==> src/rtl/shmsk_pipe_if.sv <==
// Operand/result handshake bundle for the shifter/masker stage.
// out_zero exists only when SHMSK_ZERO_FLAG_EN is defined.
interface shmsk_pipe_if #(
    parameter int DATA_W = 32,
    parameter int SH_W   = 5
);
    logic              in_valid;
    logic              in_ready;
    logic [DATA_W-1:0] in_m;
    logic [DATA_W-1:0] in_a;
    logic [SH_W-1:0]   in_s;
    logic [SH_W-1:0]   in_mskl;
    logic [SH_W-1:0]   in_mskr;
    logic              out_valid;
    logic              out_ready;
    logic [DATA_W-1:0] out_r;
    logic [DATA_W-1:0] out_mask;
`ifdef SHMSK_ZERO_FLAG_EN
    logic              out_zero;
`endif

    modport master (
        output in_valid, in_m, in_a, in_s, in_mskl, in_mskr, out_ready,
        input  in_ready, out_valid, out_r, out_mask
`ifdef SHMSK_ZERO_FLAG_EN
        , input out_zero
`endif
    );

    modport slave (
        input  in_valid, in_m, in_a, in_s, in_mskl, in_mskr, out_ready,
        output in_ready, out_valid, out_r, out_mask
`ifdef SHMSK_ZERO_FLAG_EN
        , output out_zero
`endif
    );
endinterface

==> src/rtl/shmsk_pipe.sv <==
// Two-stage rotate/mask/merge stage (LDB/DPB/selective deposit) with valid/ready.
// Optional macro SHMSK_ZERO_FLAG_EN adds a registered out_zero flag.
module shmsk_pipe #(
    parameter int DATA_W = 32,
    parameter int SH_W   = 5
) (
    input  logic             clk,
    input  logic             reset_n,
    shmsk_pipe_if.slave      bus
);
    logic              v1_q, v1_d;
    logic [DATA_W-1:0] rot_q, rot_d;
    logic [DATA_W-1:0] a_q, a_d;
    logic [DATA_W-1:0] mask_q, mask_d;
    logic              v2_q, v2_d;
    logic [DATA_W-1:0] r_q, r_d;
    logic [DATA_W-1:0] omask_q, omask_d;
`ifdef SHMSK_ZERO_FLAG_EN
    logic              zero_q, zero_d;
`endif

    logic                adv2;
    logic                accept;
    logic [2*DATA_W-1:0] rot_wide;
    logic [DATA_W-1:0]   rot_c;
    logic [DATA_W-1:0]   lmask;
    logic [DATA_W-1:0]   rmask;
    logic [DATA_W-1:0]   merged;

    // Stage 2 can take new data when empty or draining; stage 1 can then move up.
    assign adv2         = ~v2_q | bus.out_ready;
    assign bus.in_ready = ~v1_q | adv2;
    assign accept       = bus.in_valid & bus.in_ready;

    // Upper half of the doubled word shifted left is the left rotation.
    assign rot_wide = {bus.in_m, bus.in_m} << bus.in_s;
    assign rot_c    = rot_wide[2*DATA_W-1:DATA_W];

    for (genvar i = 0; i < DATA_W; i++) begin : g_mask
        assign lmask[i] = (SH_W'(i) <= bus.in_mskl);
        assign rmask[i] = (SH_W'(i) >= bus.in_mskr);
    end

    assign merged = (rot_q & mask_q) | (a_q & ~mask_q);

    always_comb begin
        v1_d    = v1_q;
        rot_d   = rot_q;
        a_d     = a_q;
        mask_d  = mask_q;
        v2_d    = v2_q;
        r_d     = r_q;
        omask_d = omask_q;
`ifdef SHMSK_ZERO_FLAG_EN
        zero_d  = zero_q;
`endif
        if (bus.in_ready) begin
            v1_d = bus.in_valid;
            if (accept) begin
                rot_d  = rot_c;
                a_d    = bus.in_a;
                mask_d = lmask & rmask;
            end
        end
        if (adv2) begin
            v2_d = v1_q;
            // Output registers only change on a real load, so idle bubbles keep the last result.
            if (v1_q) begin
                r_d     = merged;
                omask_d = mask_q;
`ifdef SHMSK_ZERO_FLAG_EN
                zero_d  = (merged == '0);
`endif
            end
        end
    end

    always_ff @(posedge clk or negedge reset_n) begin
        if (!reset_n) begin
            v1_q    <= 1'b0;
            rot_q   <= '0;
            a_q     <= '0;
            mask_q  <= '0;
            v2_q    <= 1'b0;
            r_q     <= '0;
            omask_q <= '0;
`ifdef SHMSK_ZERO_FLAG_EN
            zero_q  <= 1'b0;
`endif
        end else begin
            v1_q    <= v1_d;
            rot_q   <= rot_d;
            a_q     <= a_d;
            mask_q  <= mask_d;
            v2_q    <= v2_d;
            r_q     <= r_d;
            omask_q <= omask_d;
`ifdef SHMSK_ZERO_FLAG_EN
            zero_q  <= zero_d;
`endif
        end
    end

    assign bus.out_valid = v2_q;
    assign bus.out_r     = r_q;
    assign bus.out_mask  = omask_q;
`ifdef SHMSK_ZERO_FLAG_EN
    assign bus.out_zero  = zero_q;
`endif
endmodule

==> src/flat_wrapper.sv <==
// flat-port wrapper written by rule: the top's interface ports become plain ports
module shmsk_pipe_flat 
#(
    parameter int DATA_W = 32,
    parameter int SH_W   = 5
)
  (clk, reset_n, bus_in_valid, bus_in_m, bus_in_a, bus_in_s, bus_in_mskl, bus_in_mskr, bus_out_ready, bus_in_ready, bus_out_valid, bus_out_r, bus_out_mask);
  shmsk_pipe_if #(.DATA_W(DATA_W), .SH_W(SH_W)) bus_i ();
  input  logic clk;
  input  logic reset_n;
  input wire logic [$bits(bus_i.in_valid)-1:0] bus_in_valid;
  input wire logic [$bits(bus_i.in_m)-1:0] bus_in_m;
  input wire logic [$bits(bus_i.in_a)-1:0] bus_in_a;
  input wire logic [$bits(bus_i.in_s)-1:0] bus_in_s;
  input wire logic [$bits(bus_i.in_mskl)-1:0] bus_in_mskl;
  input wire logic [$bits(bus_i.in_mskr)-1:0] bus_in_mskr;
  input wire logic [$bits(bus_i.out_ready)-1:0] bus_out_ready;
  output wire logic [$bits(bus_i.in_ready)-1:0] bus_in_ready;
  output wire logic [$bits(bus_i.out_valid)-1:0] bus_out_valid;
  output wire logic [$bits(bus_i.out_r)-1:0] bus_out_r;
  output wire logic [$bits(bus_i.out_mask)-1:0] bus_out_mask;
  assign bus_i.in_valid = bus_in_valid;
  assign bus_i.in_m = bus_in_m;
  assign bus_i.in_a = bus_in_a;
  assign bus_i.in_s = bus_in_s;
  assign bus_i.in_mskl = bus_in_mskl;
  assign bus_i.in_mskr = bus_in_mskr;
  assign bus_i.out_ready = bus_out_ready;
  assign bus_in_ready = bus_i.in_ready;
  assign bus_out_valid = bus_i.out_valid;
  assign bus_out_r = bus_i.out_r;
  assign bus_out_mask = bus_i.out_mask;
  shmsk_pipe #(.DATA_W(DATA_W), .SH_W(SH_W)) u_core (.clk(clk), .reset_n(reset_n), .bus(bus_i));
endmodule
==> config.mk <==
export PLATFORM = sky130hd
export DESIGN_NAME = shmsk_pipe_flat
export DESIGN_NICKNAME = d
export VERILOG_FILES = /design/src/rtl/shmsk_pipe_if.sv /design/src/rtl/shmsk_pipe.sv /design/src/flat_wrapper.sv
export SDC_FILE = /design/constraint.sdc
export NUM_CORES = 1
export LEC_CHECK = 0
export CORE_MARGIN = 8
export CORE_UTILIZATION = 30
export CTS_CLUSTER_DIAMETER = 30
export DETAILED_ROUTE_END_ITERATION = 10
export PLACE_DENSITY = 0.56
export SETUP_SLACK_MARGIN = 0.5
export SLEW_MARGIN = 30
export SYNTH_ARGS = -nofsm -noshare
export SYNTH_HDL_FRONTEND = slang
export SYNTH_SLANG_ARGS = --single-unit
==> constraint.sdc <==
create_clock -name clk -period 2.4 [get_ports clk]
set_clock_uncertainty 0.1 [all_clocks]
set_input_delay 0.36 -clock clk [delete_from_list [all_inputs] [get_ports clk]]
set_output_delay 0.36 -clock clk [all_outputs]
set_load 0.02 [all_outputs]
* Word-level counts from Yosys, hierarchy flattened
Cells that the tools add are included.
** Storage, ports and cells
- Bits in registers :: 162
** Cells by class
- Reductions and logical operators :: 2
- Shift operators :: 1
- Order comparisons :: 64
- Bitwise logic cells :: 10
** Operator list (count)
- AND 32 bit :: 3
- >= comparator 5 bit (first input constant) :: 16
- <= comparator 5 bit (first input constant) :: 16
- << shifter 64 x 5 -> 64 bit :: 1
- >= comparator 4 x 5 -> 1 bit (first input constant) :: 8
- <= comparator 4 x 5 -> 1 bit (first input constant) :: 8
- NOT 32 bit :: 1
- OR 32 bit :: 1
- >= comparator 3 x 5 -> 1 bit (first input constant) :: 4
- <= comparator 3 x 5 -> 1 bit (first input constant) :: 4
- >= comparator 1 x 5 -> 1 bit (first input constant) :: 2
- >= comparator 2 x 5 -> 1 bit (first input constant) :: 2
- <= comparator 1 x 5 -> 1 bit (first input constant) :: 2
- <= comparator 2 x 5 -> 1 bit (first input constant) :: 2
- AND reduction 2 bit :: 2
- NOT 1 bit :: 2
- OR 1 bit :: 2
- AND 1 bit :: 1

* Depth between registers and ports, before layout
- Depth after elaboration :: 5
- Mapped depth :: 8
- Mapped depth without buffers :: 5

* Least setup slack after synthesis
Ideal clock, no wire load.
- Kind :: register -> register
- From :: reg u_core.v2_q, in the netlist u_core.bus.out_valid
- To :: reg u_core.rot_q[27]
- Arrival time :: 1673 ps
- Stages on the path, launching flop included :: 7
- Slack :: 535 ps
- Setup time :: 92 ps
- Buffers on the path :: 2
- Clock period less this slack :: 1865 ps
- Cells stage by stage :: dfrtp_1 -> nand3b_1 -> nand2_2 -> clkbuf_1 -> clkbuf_1 -> nand2_1 -> o31ai_2
** Between the ends
- Cells in the longest elaborated chain, start to end :: 5
** Ends and longest elaborated chain
- start, declared :: line shmsk_pipe.sv:15 : logic v2_q, v2_d;
- start signal, assigned :: line shmsk_pipe.sv:95 : v2_q <= v2_d;
- NOT 1 bit (*) :: line shmsk_pipe.sv:31 : assign adv2 = ~v2_q | bus.out_ready;
- OR 1 bit (*) :: line shmsk_pipe.sv:31
- OR 1 bit (*) :: line shmsk_pipe.sv:32 : assign bus.in_ready = ~v1_q | adv2;
- named net bus_in_ready :: line flat_wrapper.sv:18 : output wire logic [$bits(bus_i.in_ready)-1:0] bus_in_ready;
- AND 1 bit :: line shmsk_pipe.sv:33 : assign accept = bus.in_valid & bus.in_ready;
- AND reduction 2 bit (no line) (*)
- end signal, assigned :: line shmsk_pipe.sv:92 : rot_q <= rot_d;
- end, declared :: line shmsk_pipe.sv:12 : logic [DATA_W-1:0] rot_q, rot_d;
Mark *: on every way through the listed nets, which the timed path passes. The rest lies on a longest branch.
A chain may end at the register's enable or synchronous reset.

* Worst setup path after layout
- From :: reg u_core.r_q[0], in the netlist u_core.bus.out_r[0]
- To :: out bus_out_r[0]
** RTL lines
- start, declared :: line shmsk_pipe.sv:16 : logic [DATA_W-1:0] r_q, r_d;
- start signal, assigned :: line shmsk_pipe.sv:96 : r_q <= r_d;
- end, declared :: line flat_wrapper.sv:20 : output wire logic [$bits(bus_i.out_r)-1:0] bus_out_r;
No word-level cell between the ends.

==> results_dict.tcl <==
set metrics [dict create \
    share_comb_of_total_power 0.273 \
    power_density_mw_per_mm2 735 \
    critical-path-slowest-cell "sky130_fd_sc_hd__clkdlybuf4s50_1" \
    layout-area-overhead-vs-synth_pct 33.4 \
    via_count 7144 \
    antenna_found_initial 0 \
    seqCellArea_sq_mm 0.00405 \
    overflow 0 \
    tritoncts_clock_tree "yes" \
    power_report.internal_total_uw 5590 \
    drv.max_cap_violation_count 0 \
    hold_class "reg2reg" \
    synthTopCellsByArea "sky130_fd_sc_hd__dfrtp_1, sky130_fd_sc_hd__nand2_1, sky130_fd_sc_hd__o22ai_1" \
    path_max_fanout 2 \
    finalHoldViolations 0 \
    crit_path_cell_chain "clkdlybuf4s50_1" \
    wirelength_microns 26700 \
    clock_tree.root_cell "sky130_fd_sc_hd__clkbuf_16" \
    route.antenna.remaining_nets 0 \
    finalWeightedCongestion 0.898 \
    timing.critical_path.from "u_core.bus.out_r[0]" \
    critical_path_class "reg2out" \
    multi_input_comb_area_sq_mm 0.00402 \
    post-layout-total-power_uw 8260 \
    crit-reg2reg-launch "u_core.v1_q" \
    period_needed_ns 1.86 \
    final_min_period_over_clock_period 0.777 \
    grt_start_max_net_pins 59 \
    synth.most_common_cell "sky130_fd_sc_hd__nand2_1" \
    wire_per_inst_microns 19.1 \
    io_pins 149 \
    synthDominantCellAreaShare 0.481 \
    drt-vias-per-instance 5.10 \
    finish.net_count 1092 \
    number_of_filler_instances_in_the_final_layout 2775 \
    first_global_vias 7006 \
    result_of_the_run "completed" \
    synth.lib_cells_used.distinct 55 \
    crit_arrival_ns 1.40 \
    grt_first_pass_wirelength_microns 41700 \
    dp_cells 1366 \
    n_antenna_cell 0 \
    critical_path.startpoint_type "flip-flop" \
    cts_made_buffers 17 \
    ys_dominant_reg_cell "sky130_fd_sc_hd__dfrtp_1" \
    yosys_warnings 0 \
    synth.cell_area_sq_mm 0.00842 \
    clkTransAtPathRegs_ns 0.06 \
    sequential_cell_area_fraction_in_the_yosys_report 0.481 \
    design.core.area_sq_mm 0.0277 \
    synth-seq-cells 162 \
    critPathTopFamily "buffers and inverters" \
    setup_slack_ns 0.536 \
    ir_drop_mv 0.365 \
    timing.slew.headroom 0.488 \
    drive_gt1_frac 0.187 \
    synthCells 848 \
    number_of_setup_violations_in_the_final_report 0 \
    initial_core_util 0.304 \
    max_clock_freq_ghz 0.536 \
    critical-path-max-stage-delay_ns 0.63 \
    postSynthAreaPerCell_sq_um 9.93 \
    leakage_uw 0.00507 \
    h-tree-depth 4 \
    drt-initial-drc-count 630 \
    power.sequential.fraction 0.425 \
    die-width_microns 184 \
    synth.net_count 931 \
    cts.path.max_buffers 2 \
    timing.critical_path.required_ns 1.94 \
    layout.cells.non_filler 1400 \
    crit_path_end_kind "output pin" \
    number_of_detailed_route_iterations_in_the_first_pass 6 \
    power.share.clock 0.302 \
    placement.setup.worst_slack_ns -0.0825 \
    power.switching_uw 2670 \
    synth_largest_area_cell "sky130_fd_sc_hd__dfrtp_1" \
    synth_edf_count 0 \
    power_switching_share 0.323 \
    worst_slew_pin_slew_ns 0.746 \
    die-height_microns 184 \
    critical_path.n_buffers_inverters 1 \
    place.port_buffers 148 \
    drc 0 \
    synth_top_cells_by_count "sky130_fd_sc_hd__nand2_1, sky130_fd_sc_hd__dfrtp_1, sky130_fd_sc_hd__o22ai_1, sky130_fd_sc_hd__o21ai_0, sky130_fd_sc_hd__mux2_2" \
    timing.final.max_slew_violations 0 \
    synth-async-reset-ratio 1.00 \
    row_count 61 \
    clock-sinks 162 \
    rsz_0062_raised_after_global_routing "no" \
    grt_use_total 0.158 \
    holdCritStartpoint "u_core.a_q[14]" \
    detailed_place_hpwl_microns 20700 \
    clock_latency_at_the_later_pin_of_the_worst_skew_pair_ns 0.43 \
    dieArea_sq_mm 0.0337 \
]
[through the flow]
stage               area, sq um  TNS [ns]   util  hold slack [ns]
floorplan                  8420         0      -          -0.0356
global placement          10600    -0.162  0.382            0.281
detailed placement        10600    -0.216  0.382            0.274
CTS                       11200         0  0.404            0.365
global route              11200         0  0.406            0.374
finish                    11200         0  0.406            0.374
[layout by cell type (no fill, tap or decap), types with 7 or more instances in the layout]
cell	n
sky130_fd_sc_hd__buf_4	54
sky130_fd_sc_hd__nor2_1	29
sky130_fd_sc_hd__clkdlybuf4s50_1	119
sky130_fd_sc_hd__a22o_1	7
sky130_fd_sc_hd__mux2_4	11
sky130_fd_sc_hd__o21ai_0	58
sky130_fd_sc_hd__dfrtp_1	162
sky130_fd_sc_hd__mux2_2	47
sky130_fd_sc_hd__o22ai_1	108
sky130_fd_sc_hd__o31ai_1	31
sky130_fd_sc_hd__nand2_1	195
sky130_fd_sc_hd__clkbuf_16	17
sky130_fd_sc_hd__buf_12	10
sky130_fd_sc_hd__a21oi_1	9
sky130_fd_sc_hd__dlymetal6s2s_1	20
sky130_fd_sc_hd__mux2i_1	37
sky130_fd_sc_hd__a221oi_2	8
[final timing paths]
path | slack (ns) | to | cells after the start
setup / recovery | 0.54 | bus_out_r[0] | 1
min in group asynchronous | 0.38 | u_core.bus.out_mask[25] | 2
hold / removal | 0.37 | u_core.a_q[14] | 2
hold reg to reg | 0.37 | u_core.a_q[14] | 2
setup reg to reg | 0.72 | u_core.mask_q[15] | 5
max in group asynchronous | 1.15 | u_core.mask_q[16] | 3
[state kept, by name, indices dropped and copies added (netlist names)]
name,count
u_core.rot_q,32
u_core.v1_q,1
u_core.a_q,32
u_core.bus.out_r,32
u_core.bus.out_valid,1
u_core.bus.out_mask,32
u_core.mask_q,32
[per-layer routing]
| layer | part of all wire | wire, microns | GRT usage | vias to the layer above |
|---|---|---|---|---|
| li1 | - | - | - | 3425 |
| met1 | 0.47 | 12600 | 0.216 | 3467 |
| met2 | 0.46 | 12300 | 0.249 | 226 |
| met3 | 0.051 | 1360 | 0.0352 | 26 |
| met4 | 0.017 | 448 | 0.0426 | 0 |
| met5 | 0 | 0 | 0 | - |
[tightest hold or removal path: cells and delay by family (launching register included)]
kind             cells  cell delay, ns
AND/OR/NAND/NOR      2            0.10
flip-flops           1            0.34
[power by group through the flow]
stage,registers [uW],logic (uW),clock network [uW]
after CTS,3520,2290,2560
after detailed placement,3570,2280,0
after global placement,3560,2260,0
after floorplan,3690,980,0
final,3510,2260,2500
after global routing,3560,2450,2660
[cells by family after synthesis]
logic type | count (synthesis) | synth area share
flip-flops | 162 | 0.481
AO/OA/AOI/OAI | 258 | 0.214
multiplexers | 100 | 0.135
AND/OR/NAND/NOR | 254 | 0.121
buffers and inverters | 74 | 0.0486
[what timing repair did]
item                       in CTS  in global routing
resized for setup              15                 22
hold endpoints to repair       53                  0
buffers inserted                0                  1
setup endpoints to repair      35                 52
pin swaps                       0                  1
hold buffers                    1                  0
[layout make-up]
type                    count  share of cell area
clock buffers              18              0.0391
inverters                   3             0.00100
clock inverters            14             0.00946
multi-input cells         612               0.358
repair buffers            213               0.190
well taps                 378              0.0421
flip-flops and latches    162               0.361
No activity file was read; power rests on OpenSTA's default activity.
